===== src/rtl/cond_pkg.sv =====
// Shared condition-code and flag definitions for the condition/flag unit.
// Flags are packed {V,C,Z,N} in bits [3:0].
package cond_pkg;

  localparam logic [3:0] COND_EQ = 4'd0;
  localparam logic [3:0] COND_NE = 4'd1;
  localparam logic [3:0] COND_CS = 4'd2;
  localparam logic [3:0] COND_CC = 4'd3;
  localparam logic [3:0] COND_MI = 4'd4;
  localparam logic [3:0] COND_PL = 4'd5;
  localparam logic [3:0] COND_VS = 4'd6;
  localparam logic [3:0] COND_VC = 4'd7;
  localparam logic [3:0] COND_HI = 4'd8;
  localparam logic [3:0] COND_LS = 4'd9;
  localparam logic [3:0] COND_GE = 4'd10;
  localparam logic [3:0] COND_LT = 4'd11;
  localparam logic [3:0] COND_GT = 4'd12;
  localparam logic [3:0] COND_LE = 4'd13;
  localparam logic [3:0] COND_AL = 4'd14;
  localparam logic [3:0] COND_NV = 4'd15;

  localparam int FLG_N = 0;
  localparam int FLG_Z = 1;
  localparam int FLG_C = 2;
  localparam int FLG_V = 3;

  function automatic logic cond_eval(input logic [3:0] cond,
                                     input logic [3:0] flags,
                                     input logic       nv_pass);
    logic n, z, c, v, r;
    n = flags[FLG_N];
    z = flags[FLG_Z];
    c = flags[FLG_C];
    v = flags[FLG_V];
    r = 1'b0;
    case (cond)
      COND_EQ: r = z;
      COND_NE: r = ~z;
      COND_CS: r = c;
      COND_CC: r = ~c;
      COND_MI: r = n;
      COND_PL: r = ~n;
      COND_VS: r = v;
      COND_VC: r = ~v;
      COND_HI: r = c & ~z;
      COND_LS: r = ~c | z;
      COND_GE: r = (n == v);
      COND_LT: r = (n != v);
      COND_GT: r = ~z & (n == v);
      COND_LE: r = z | (n != v);
      COND_AL: r = 1'b1;
      default: r = nv_pass;
    endcase
    return r;
  endfunction

endpackage


===== src/rtl/cond_flag_unit_flag_stack.sv =====
// Bounded LIFO of saved flag values with occupancy count.
// Illegal requests (overflow, underflow, push+pop together) leave the stack untouched and pulse err_set.
module flag_stack #(
  parameter int DEPTH = 4,
  parameter int DW    = $clog2(DEPTH + 1)
) (
  input  logic          clk,
  input  logic          rst_n,
  input  logic          push,
  input  logic          pop,
  input  logic [3:0]    din,
  output logic [3:0]    top,
  output logic [DW-1:0] depth,
  output logic          pop_ok,
  output logic          err_set
);

  logic [3:0] mem [DEPTH];
  logic       push_only, pop_only;
  logic       full, empty, push_ok;

  assign push_only = push & ~pop;
  assign pop_only  = pop & ~push;
  assign full      = (depth == DW'(DEPTH));
  assign empty     = (depth == '0);
  assign push_ok   = push_only & ~full;
  assign pop_ok    = pop_only & ~empty;
  assign err_set   = (push & pop) | (push_only & full) | (pop_only & empty);

  // Top of stack lives at index depth-1.
  always_comb begin
    top = '0;
    for (int i = 0; i < DEPTH; i++) begin
      if (depth == DW'(i + 1)) top = mem[i];
    end
  end

  always_ff @(posedge clk or negedge rst_n) begin
    if (!rst_n) begin
      depth <= '0;
    end else if (push_ok) begin
      depth <= depth + DW'(1);
    end else if (pop_ok) begin
      depth <= depth - DW'(1);
    end
  end

  always_ff @(posedge clk) begin
    for (int i = 0; i < DEPTH; i++) begin
      if (push_ok && depth == DW'(i)) mem[i] <= din;
    end
  end

endmodule


===== src/rtl/cond_flag_unit.sv =====
// NZCV flag register with masked writes, shadow stack and LANES registered condition checks.
// Query-to-result latency is one cycle; no backpressure.
module cond_flag_unit
  import cond_pkg::*;
#(
  parameter int LANES   = 2,
  parameter int DEPTH   = 4,
  parameter int BYPASS  = 1,
  parameter int NV_PASS = 0
) (
  input  logic                         clk,
  input  logic                         rst_n,
  input  logic                         flag_we,
  input  logic [3:0]                   flag_mask,
  input  logic [3:0]                   flag_in,
  input  logic                         push,
  input  logic                         pop,
  input  logic                         err_clr,
  input  logic [LANES-1:0]             chk_valid,
  input  logic [4*LANES-1:0]           chk_cond,
  output logic [LANES-1:0]             pass,
  output logic [LANES-1:0]             pass_valid,
  output logic [3:0]                   flags,
  output logic [$clog2(DEPTH+1)-1:0]   stk_depth,
  output logic                         stk_err
);

  localparam int  DW    = $clog2(DEPTH + 1);
  localparam logic NV_R = (NV_PASS != 0);

  logic [3:0]       stk_top;
  logic             stk_pop_ok;
  logic             stk_err_set;
  logic [3:0]       flags_nxt;
  logic [3:0]       eval_flags;
  logic [LANES-1:0] pass_d;

  // The stack always saves the register value, i.e. before any same-cycle write.
  flag_stack #(
    .DEPTH (DEPTH),
    .DW    (DW)
  ) u_stack (
    .clk     (clk),
    .rst_n   (rst_n),
    .push    (push),
    .pop     (pop),
    .din     (flags),
    .top     (stk_top),
    .depth   (stk_depth),
    .pop_ok  (stk_pop_ok),
    .err_set (stk_err_set)
  );

  always_comb begin
    flags_nxt = flags;
    if (stk_pop_ok) begin
      flags_nxt = stk_top;
    end else if (flag_we) begin
      flags_nxt = (flags & ~flag_mask) | (flag_in & flag_mask);
    end
  end

  assign eval_flags = (BYPASS != 0) ? flags_nxt : flags;

  for (genvar g = 0; g < LANES; g++) begin : g_lane
    assign pass_d[g] = chk_valid[g] & cond_eval(chk_cond[4*g +: 4], eval_flags, NV_R);
  end

  always_ff @(posedge clk or negedge rst_n) begin
    if (!rst_n) begin
      flags      <= '0;
      stk_err    <= 1'b0;
      pass       <= '0;
      pass_valid <= '0;
    end else begin
      flags      <= flags_nxt;
      pass       <= pass_d;
      pass_valid <= chk_valid;
      if (stk_err_set) begin
        stk_err <= 1'b1;
      end else if (err_clr) begin
        stk_err <= 1'b0;
      end
    end
  end

endmodule


===== config.mk =====
export PLATFORM = sky130hd
export DESIGN_NAME = cond_flag_unit
export DESIGN_NICKNAME = d
export VERILOG_FILES = /design/src/rtl/cond_pkg.sv /design/src/rtl/cond_flag_unit_flag_stack.sv /design/src/rtl/cond_flag_unit.sv
export SDC_FILE = /design/constraint.sdc
export NUM_CORES = 1
export LEC_CHECK = 0
export BUFFER_PORTS_ARGS = -buffer_cell sky130_fd_sc_hd__buf_2
export CAP_MARGIN = 25
export CORE_AREA = 2 2 63 65
export CTS_BUF_LIST = sky130_fd_sc_hd__clkbuf_4 sky130_fd_sc_hd__clkbuf_8 sky130_fd_sc_hd__clkbuf_16
export CTS_CLUSTER_SIZE = 30
export DETAILED_ROUTE_END_ITERATION = 8
export DIE_AREA = 0 0 65 67
export GPL_TIMING_DRIVEN = 0
export PLACE_DENSITY = 0.73
export SETUP_SLACK_MARGIN = 0.02
export SLEW_MARGIN = 30
export SYNTH_ARGS = -nofsm -noshare
export SYNTH_HDL_FRONTEND = slang
export SYNTH_SLANG_ARGS = --single-unit
export TNS_END_PERCENT = 5

===== constraint.sdc =====
create_clock -name clk -period 3 [get_ports clk]
set_clock_uncertainty 0.05 [all_clocks]
set_input_delay 0.6 -clock clk [delete_from_list [all_inputs] [get_ports clk]]
set_output_delay 0.6 -clock clk [all_outputs]
set_load 0.05 [all_outputs]

==> results of run 1 <==
worst paths after layout:
kind	slack, ps	end	startpoint
setup / recovery	180	pass[1]	u_stack.depth[2]
max in group asynchronous	2540	u_stack.depth[2]	rst_n
hold / removal	120	pass[0]	rst_n
hold reg to reg	460	stk_err	stk_err
setup reg to reg	180	pass[1]	u_stack.depth[2]
min in group clk	380	pass_valid[0]	chk_valid[0]
synth_stat cells (2+ instances only):
master and count:
edfxtp_1 16, nand2_1 15, dfrtp_1 12, inv_1 10
clkbuf_1 7, mux2i_1 7, and3_1 6, ha_1 6
o21ai_0 6, a21oi_1 4, nand2b_1 4, a211oi_1 3
a21boi_0 3, a21o_1 3, a22o_1 3, nor2_1 3
a2111oi_2 2, a211oi_2 2, a221oi_1 2, a31oi_1 2
a32oi_1 2, nand3_1 2, nand3b_1 2, nor2b_1 2
nor3b_1 2, o2111ai_1 2, o22ai_1 2, o31ai_1 2
o32ai_2 2, xnor2_1 2
sequential cells by signal (all words and copies together), names as in the netlist:
register	count
flags	4
pass	2
pass_valid	2
stk_err	1
u_stack.depth	3
u_stack.mem	16
layout by cell type (no fill, tap or decap), types with 3 or more instances in the layout:
master,netlist,final
a211oi_1,3,3
a21boi_0,3,3
a21o_1,3,3
a21oi_1,4,4
a22o_1,3,3
and3_1,6,6
buf_2,1,32
buf_4,0,7
clkbuf_1,7,5
clkbuf_8,0,4
dfrtp_1,12,11
edfxtp_1,16,16
ha_1,6,5
inv_1,10,10
mux2i_1,7,6
nand2_1,15,15
nand2b_1,4,4
o21ai_0,6,6
metrics by stage:
step | hold slack, ps | total power (W) | utilization, %
after floorplan | 254 | 0.00133 | -
after global placement | 420 | 0.00154 | 54.3
after detailed placement | 440 | 0.00157 | 54.3
after CTS | 134 | 0.00198 | 58.4
after global routing | 127 | 0.00219 | 60.3
final | 125 | 0.00207 | 60.3
report_power, final:
group / internal (W) / switching (W) / leakage, nW
clock: 0.000179 / 0.000122 / 0.0357
combinational: 0.000466 / 0.000718 / 0.580
sequential: 0.000508 / 0.0000789 / 0.290
total: 0.00115 / 0.000919 / 0.906
routing by layer:
metal	vias to the layer above	share of wire, %
li1	701	-
met1	712	41
met2	31	54
met3	5	3.2
met4	0	1.6
met5	-	0
critical path, cell delays in order (launching register included):
cell,delay [ps]
dfrtp_2,420
buf_6,120
clkbuf_8,150
inv_1,130
ha_4,220
nor4b_4,80
a221o_1,420
a21o_1,230
and2_1,180
or3_1,350
a311oi_2,290
a211oi_2,60
cells by family after synthesis:
group	after synthesis
AOI/OAI and AO/OA	50
and+or+nand+nor	45
DFF	28
buffers and inverters	20
muxes	8
adders and majority gates	6
xor gates and xnor gates	4
timing repair:
item | 4_1_cts | 5_1_grt
endpoints found under the setup margin | 2 | 2
setup buffers | 5 | 2
endpoints found under the hold margin | 0 | 0
pin swaps | 7 | 5
gates resized for setup | 6 | 9
final cells by class:
| type | instances | area share [%] |
|---|---|---|
| tap | 48 | 2.76 |
| buffer | 10 | 2.65 |
| sequential | 28 | 35.9 |
| multi-input combinational | 113 | 44.1 |
| timing repair buffer | 38 | 9.55 |
| clock inverter | 1 | 1.38 |
| inverter | 10 | 1.73 |
| clock buffer | 3 | 1.90 |
==> metrics.yaml, run 1 <==
routing:
  drtIter0Drc: 72
  ant_nets: 0
  wire_per_inst_um: 16.5
  drtPass1Iterations: 4
  dr_total_vias: 1449
  wl_um: 4140
  post_drt_via_cell_ratio: 5.77
  drc_errors: 0
floorplanning:
  core-area_sq_um: 3610
  num_rows: 22
  io_pins: 36
  die_h_um: 67
  initial_utilization_pct: 48.2
  fp.dieArea_sq_um: 4360
  die_w_um: 65
finish:
  layout.area.seq_sq_um: 782
  fill_cells: 310
  nets: 234
  finalNonFillerCells: 251
  multi_input_area_sq_um: 960
  drive_gt1_share_pct: 32.5
  area_delta_synth_final_pct: 25.3
  fin_area_sq_um: 2180
  diodes: 0
logic_synthesis:
  synth.avg_cell_area_sq_um: 10.8
  synth_top_family_by_area: "compound AO/OA/AOI/OAI gates"
  synth.cell_area_sq_um: 1740
  synth_cell_types: 55
  synth_nets: 191
  yosysWarnings: 0
  synth-main-ff-cell: "edfxtp_1"
  ys_ff_latch: 28
  async_flop_share_pct: 42.9
  synth_edf_count: 16
  yosysTopAreaCell: "edfxtp_1"
  syn_inst: 161
  synthXorXnorAreaFrac_pct: 2.45
  synthTopCellsByArea: "edfxtp_1 28%, dfrtp_1 17%, ha_1 4.3%"
  yosysSeqAreaShare_pct: 45.0
  synth_compound_area_share_pct: 23.5
  synth-simple-area-share_pct: 15.3
  synth_top_area_share_pct: 27.7
  synthAdderAreaFrac_pct: 4.32
  muxShareOfSynthArea_pct: 4.68
clock_tree:
  cts_buffer_depth: 2
  hold_buffers: 0
  cts.clk_slew.worst_paths_ps: 100
  cts_made_buffers: 3
  clock_latency_ps: 280
  cts.sinks: 28
  cts_root_buf: "clkbuf_8"
  cts_tree: "done"
  htree_levels: 1
sta:
  fin_crit_ps: 2820
  max_slew.worst_pin.slew_ps: 655
  tns_ps: 0
  max_freq_mhz: 355
  rsz0062_at_grt: "false"
  timing.final.crit_share_pct: 93.9
  finalMaxSlewViolations: 0
  slew_headroom_pct: 56.3
  layout_setup_ws_ps: 184
  setup_viol: 0
  hold_violations: 0
placed_design:
  dp.cells: 240
  postPlaceCellArea_sq_um: 1960
  hpwl_um: 3020
  routabilityCongestion: 0.779
  preCtsSetupSlack_ps: -165
  port_buffers: 31
worst_setup_path:
  critical_path_required_ps: 3120
  cp-end-kind: "flip-flop"
  crit_arrival_ps: 2930
  path_class: "reg2reg"
  reg2regPathDepth: 11
  cp-start-kind: "flip-flop"
  critPathMaxFanout: 10
global_route:
  grt_use_met2_pct: 36.3
  grt_first_pass_wirelength_um: 6340
  grt_max_degree: 17
  grt_usage_pct: 19.4
  grt.busiest_layer: "met2"
  grt_pass1_vias: 1373
  use_met3_pct: 2.20
  grt_overflow: 0
  use_met1_pct: 22.5
  grt_antenna_before_repair: 0
min_path:
  min_path_type: "in2async"
run:
  cap_violations: 0
power_and_ir_drop:
  p_per_area_nw_per_um2: 952
  peakVddDrop_mv: 0.439
  p_leak_nw: 0.906
status:
  status: "complete, no violations"
Power figures use the tool's default switching activity.
==> run 2: changes to the inputs <==
Settings changed: CORE_AREA 2 2 63 65 to 2 2 64 66, DIE_AREA 0 0 65 67 to 0 0 66 68, SYNTH_HIERARCHICAL set to 1.
==> metrics.yaml, run 2 <==
sta:
  finalMaxSlewViolations: 0  # unchanged
  timing.final.crit_share_pct: 97.3  # +3.5 points
  tns_ps: 0  # unchanged
  slew_headroom_pct: 60.6  # +4.3 points
  setup_viol: 0  # unchanged
  max_slew.worst_pin.slew_ps: 590  # -64.7 ps
  hold_slack_ps: 143  # +18.4 ps
  rsz0062_at_grt: "true"
  max_freq_mhz: 342  # -3.6%
  fin_crit_ps: 2920  # +105 ps
  hold_violations: 0  # unchanged
routing:
  wire_per_inst_um: 14.6  # -11%
  dr_total_vias: 1492  # +3.0%
  drc_errors: 0  # unchanged
  drtIter0Drc: 50  # -31%
  ant_nets: 0  # unchanged
  wl_um: 3880  # -6.1%
  post_drt_via_cell_ratio: 5.63  # -2.5%
  drtPass1Iterations: 4  # unchanged
logic_synthesis:
  synth_edf_count: 16  # unchanged
  synth_top_area_share_pct: 27.0  # -0.68 points
  yosysWarnings: 6  # +6
  synth-main-ff-cell: "edfxtp_1"
  yosysTopAreaCell: "edfxtp_1"
  synth_common_cells: "16 x edfxtp_1, 12 x dfrtp_1, 12 x nor2_1, 11 x nand2b_1, 10 x nand4_1"
  synth_nets: 200  # +4.7%
  synthTopCellsByArea: "edfxtp_1 27%, dfrtp_1 17%, ha_1 4.2%"
  ys_ff_latch: 28  # unchanged
  syn_inst: 170  # +5.6%
  async_flop_share_pct: 42.9  # unchanged
  yosysSeqAreaShare_pct: 43.9  # -1.1 points
  synth.cell_area_sq_um: 1780  # +2.5%
  synth.avg_cell_area_sq_um: 10.5  # -2.9%
  synth.most_common_cell: "edfxtp_1"
  synth_cell_types: 49  # -11%
global_route:
  use_met1_pct: 25.1  # +2.7 points
  grt_overflow: 0  # unchanged
  use_met3_pct: 1.97  # -0.22 points
  grt_max_degree: 17  # unchanged
  grt_usage_pct: 18.1  # -1.4 points
  grt_use_met2_pct: 30.4  # -5.9 points
  grt_antenna_before_repair: 0  # unchanged
  grt_pass1_vias: 1341  # -2.3%
  grt.busiest_layer: "met2"
  grt_first_pass_wirelength_um: 6280  # -0.98%
floorplanning:
  die_w_um: 66  # +1.5%
  num_rows: 23  # +4.5%
  die_h_um: 68  # +1.5%
  io_pins: 36  # unchanged
  fp.dieArea_sq_um: 4490  # +3.1%
  core-area_sq_um: 3860  # +6.9%
  initial_utilization_pct: 46.2  # -2.0 points
finish:
  area_delta_synth_final_pct: 25.4  # about the same
  top_regs: "u_stack/mem (16), flags (4), u_stack/depth (3)"
  finalNonFillerCells: 265  # +5.6%
  largest_reg_flops: 16  # unchanged
  drive_gt1_share_pct: 33.5  # +0.98 points
  layout_commonest_cell: "buf_2"
  largest-register: "u_stack/mem"
  diodes: 0  # unchanged
  mostFrequentLayoutCells: "35 x buf_2, 16 x edfxtp_1, 12 x nor2_1"
  nets: 246  # +5.1%
  fin_area_sq_um: 2230  # +2.6%
power_and_ir_drop:
  p_comb_share_pct: 55.4  # -1.8 points
  seqPwrFrac_pct: 30.1  # +1.8 points
  p_leak_nw: 0.886  # -2.2%
  switching_share_pct: 42.7  # -1.6 points
  total_power_w: 0.00201  # -3.1%
  netSwitchingPower_w: 0.000858  # -6.7%
  p_per_area_nw_per_um2: 900  # -5.5%
  clkPwrFrac_pct: 14.5  # about the same
  peakVddDrop_mv: 0.411  # -6.3%
  power.internal_w: 0.00115  # -0.22%
clock_tree:
  cts_tree: "done"
  htree_levels: 1  # unchanged
  cts.clk_slew.worst_paths_ps: 90  # about the same
  clock_latency_ps: 270  # about the same
  cts_made_buffers: 3  # unchanged
  cts_root_buf: "clkbuf_8"
  cts.sinks: 28  # unchanged
  cts_buffer_depth: 2  # unchanged
worst_setup_path:
  cp-start-kind: "flip-flop"
  r2r_slack_ps: 80  # -100 ps
  reg2regPathDepth: 12  # +1
  critPathMaxFanout: 5  # -5
  cp_top_family: "simple AND/OR/NAND/NOR gates"
  timing.rr.end: "pass[0]"
  crit_chain: "ha_4 > ha_4 > nor4b_4 > nand2_1 > a31oi_1 > nor2b_1 > or3_1 > buf_6 > xnor2_1 > o21bai_1 > mux2_2 > nand4_1"
  cp_slowest_cell: "dfrtp_2"
  cp-end-kind: "flip-flop"
  slowest_delay_ps: 460  # +40 ps
  path_class: "reg2reg"
  setup.worst_path.start: "u_stack/depth[1]"
  crit_arrival_ps: 3080  # +150 ps
  critPathBufInv: 1  # -2
  r2r-start: "u_stack/depth[1]"
  critical_path_required_ps: 3160  # +40 ps
  critPathMostFrequentCell: "ha_4"
placed_design:
  dp.cells: 253  # +5.4%
  port_buffers: 33  # +6.5%
  postPlaceCellArea_sq_um: 2020  # +3.5%
  routabilityCongestion: 0.814  # +4.5%
  hpwl_um: 2820  # -6.7%
min_path:
  min_path_type: "in2async"
run:
  cap_violations: 0  # unchanged
status:
  status: "complete, no violations"
run 2: cell count changes after synthesis, moves of 3 or more:
cell / delta
a22o_1: -3
a22oi_1: +4
and3_1: -3
clkbuf_1: -5
mux2i_1: -3
nand2_1: -8
nand2b_1: +7
nand4_1: +9
nor2_1: +9
nor2b_1: +3
run 2: worst max path at each step:
stage	cells past startpoint	endpoint
after floorplan	12	pass[0]
after global placement	11	pass[1]
after detailed placement	11	pass[1]
after CTS	11	pass[1]
after global routing	12	pass[0]
final	12	pass[0]
run 2: per-layer routing:
metal / share of wire, % / wire length [um]
met4: 0.85 / 33
met2: 51 / 1980
met1: 45 / 1740
met5: 0 / 0
met3: 3.4 / 132
run 2: kinds of logic (layout without fill, tap and decap cells):
family	after synthesis	after routing	synth area share (%)
simple gates	68	68	24.3
compound gates	41	41	17.3
flops	28	28	43.9
buf+inv	17	62	4.85
fa+ha+maj	6	6	4.22
mux	6	6	3.51
xor+xnor	4	4	1.97
run 2: layout make-up:
class                           instances  area, sq um
Inverter                                9         37.5
Sequential cell                        28          785
Clock inverter                          1         30.0
Clock buffer                            3         41.3
Multi-Input combinational cell        125          988
Buffer                                  8         62.6
Fill cell                             352         1620
Timing Repair Buffer                   41          225
Tap cell                               50         62.6
run 2: through the flow:
stage	worst slack [ps]	util (%)
after global placement	-124	52.5
after detailed placement	-177	52.5
final	79.7	57.9
after global routing	-90.6	57.9
after CTS	32.0	56.8
after floorplan	23.1	-
run 2: repair_timing:
item | CTS | global route
pin swaps | 4 | 18
resized for setup | 9 | 11
setup buffers | 7 | 1
endpoints found under the setup margin | 2 | 2
hold buffers | 0 | 0
run 2: power by group through the flow:
stage	clock (W)	sequential [W]	combinational, W
detailed placement	0	0.000613	0.000932
global placement	0	0.000610	0.000919
global route	0.000310	0.000623	0.00120
CTS	0.000298	0.000604	0.00105
finish	0.000292	0.000605	0.00111
floorplan	0	0.000804	0.000521
run 2: worst reg2reg max path, cell delays in order (launching register included):
cell and delay [ps]:
dfrtp_2 460, ha_4 180, ha_4 180, nor4b_4 340, nand2_1 90, a31oi_1 230
nor2b_1 80, or3_1 370, buf_6 140, xnor2_1 130, o21bai_1 180, mux2_2 360
nand4_1 80
==> run 3: changes to the inputs <==
Settings changed: CORE_AREA 2 2 64 66 to 2 2 66 68, DIE_AREA 0 0 66 68 to 0 0 68 70, PLACE_DENSITY 0.73 to 0.69.
==> metrics.yaml, run 3 (synthesis gave the netlist of run 2 again) <==
floorplanning:
  io_pins: 36  # unchanged
  core-area_sq_um: 4140  # +7.5%
  die_h_um: 70  # +2.9%
  initial_utilization_pct: 43.0  # -3.2 points
  fp.dieArea_sq_um: 4760  # +6.1%
  num_rows: 24  # +4.3%
  die_w_um: 68  # +3.0%
routing:
  wire_per_inst_um: 14.7  # +0.58%
  post_drt_via_cell_ratio: 5.57  # -1.0%
  ant_nets: 0  # unchanged
  dr_total_vias: 1488  # -0.27%
  drtPass1Iterations: 5  # +1
  drc_errors: 0  # unchanged
  wl_um: 3930  # +1.3%
  drtIter0Drc: 78  # +56%
finish:
  layout_commonest_cell: "buf_2"
  fill_cells: 378  # +7.4%
  mostFrequentLayoutCells: "35 x buf_2, 16 x edfxtp_1, 12 x nor2_1"
  drive_gt1_share_pct: 34.9  # +1.4 points
  area_delta_synth_final_pct: 26.0
  nets: 246  # unchanged
  diodes: 0  # unchanged
  fin_area_sq_um: 2240  # +0.50%
  largest-register: "u_stack/mem"
  finalNonFillerCells: 267  # +0.75%
  largest_reg_flops: 16  # unchanged
  top_regs: "u_stack/mem (16), flags (4), u_stack/depth (3)"
worst_setup_path:
  critPathBufInv: 1  # unchanged
  r2r-start: "u_stack/depth[1]"
  r2r_slack_ps: 30  # -50 ps
  timing.rr.end: "pass[1]"
  cp_slowest_cell: "dfrtp_2"
  path_class: "reg2reg"
  critical_path_required_ps: 3160  # about the same
  cp_top_family: "simple AND/OR/NAND/NOR gates"
  slowest_delay_ps: 480  # +20 ps
  crit_arrival_ps: 3130  # +50 ps
  crit_chain: "ha_4 > ha_4 > nor4b_4 > nand2_1 > a31oi_1 > nor2b_1 > or3_1 > buf_4 > or3b_2 > o21ai_2 > nand4_1 > nand4_1"
  cp-end-kind: "flip-flop"
  cp-start-kind: "flip-flop"
  critPathMaxFanout: 8  # +3
  reg2regPathDepth: 12  # unchanged
clock_tree:
  cts_buffer_depth: 2  # unchanged
  cts.sinks: 28  # unchanged
  cts.clk_slew.worst_paths_ps: 100  # about the same
  cts_tree: "done"
  hold_buffers: 0  # unchanged
  clock_latency_ps: 270  # about the same
  htree_levels: 1  # unchanged
  cts_made_buffers: 3  # unchanged
  cts_root_buf: "clkbuf_8"
power_and_ir_drop:
  peakVddDrop_mv: 0.348  # -15%
  p_leak_nw: 0.887  # +0.18%
  p_per_area_nw_per_um2: 895  # -0.57%
  total_power_w: 0.00201  # about the same
sta:
  timing.final.crit_share_pct: 99.0  # +1.7 points
  slew_headroom_pct: 55.6  # -5.0 points
  setup_viol: 0  # unchanged
  max_slew.worst_pin.slew_ps: 665  # +75.1 ps
  hold_violations: 0  # unchanged
  rsz0062_at_grt: "true"
  layout_setup_ws_ps: 29.1  # -50.6 ps
  max_freq_mhz: 337  # -1.7%
  tns_ps: 0  # unchanged
  finalMaxSlewViolations: 0  # unchanged
  fin_crit_ps: 2970  # +50.6 ps
global_route:
  grt_max_degree: 17  # unchanged
  grt_use_met2_pct: 27.3  # -3.1 points
  grt_first_pass_wirelength_um: 6470  # +3.1%
  use_met3_pct: 1.93  # -0.041 points
  grt_antenna_before_repair: 0  # unchanged
  use_met1_pct: 26.5  # +1.4 points
  grt_overflow: 0  # unchanged
  grt.busiest_layer: "met2"
  grt_pass1_vias: 1367  # +1.9%
  grt_usage_pct: 17.8  # -0.29 points
placed_design:
  preCtsSetupSlack_ps: -190  # -12.9 ps
  postPlaceCellArea_sq_um: 2030  # +0.12%
  routabilityCongestion: 0.761  # -6.5%
  port_buffers: 33  # unchanged
  dp.cells: 255  # +0.79%
  hpwl_um: 2810  # -0.43%
run:
  cap_violations: 0  # unchanged
status:
  status: "complete, no violations"
min_path:
  min_path_type: "in2async"
[run 3: layout make-up]
type / count / area [sq um] / area share [%]
clock buffers: 3 / 41.3 / 1.84
flip-flops and latches: 28 / 785 / 35.0
plain buffers: 8 / 58.8 / 2.62
well taps: 52 / 65.1 / 2.90
clock inverters: 1 / 30.0 / 1.34
inverters: 9 / 37.5 / 1.67
multi-input cells: 125 / 1000 / 44.6
repair buffers: 41 / 225 / 10.0
[run 3: stage by stage]
| step | utilization [%] | hold WS, ps |
|---|---|---|
| after floorplan | - | 254 |
| after global placement | 48.9 | 415 |
| after detailed placement | 48.9 | 421 |
| after CTS | 52.9 | 146 |
| after global routing | 54.1 | 156 |
| final | 54.1 | 148 |
[run 3: worst max path at each step]
stage,slack [ps],startpoint,depth (start not counted),to
2_1_floorplan,20,u_stack/depth[2],12,pass[0]
3_3_place_gp,-120,u_stack/depth[0],11,pass[0]
3_5_place_dp,-190,u_stack/depth[0],11,pass[1]
4_1_cts,0.6,u_stack/depth[1],11,pass[1]
5_1_grt,-150,u_stack/depth[1],12,pass[0]
6_report,30,u_stack/depth[1],12,pass[1]
[run 3: routing by layer]
layer,share of wire [%],up-vias
li1,-,735
met1,47,723
met2,49,28
met3,2.9,2
met4,0.43,0
met5,0,-
[run 3: power by group]
group	leakage, nW	total (W)	switching (W)	internal (W)
clock	0.0357	0.000295	0.000117	0.000179
sequential	0.284	0.000614	0.0000898	0.000524
combinational	0.568	0.00110	0.000654	0.000445
[run 3: timing repair]
action	in CTS	in global routing
endpoints found under the setup margin	2	2
gates resized for setup	8	12
pin swaps	11	6
buffers inserted	8	1
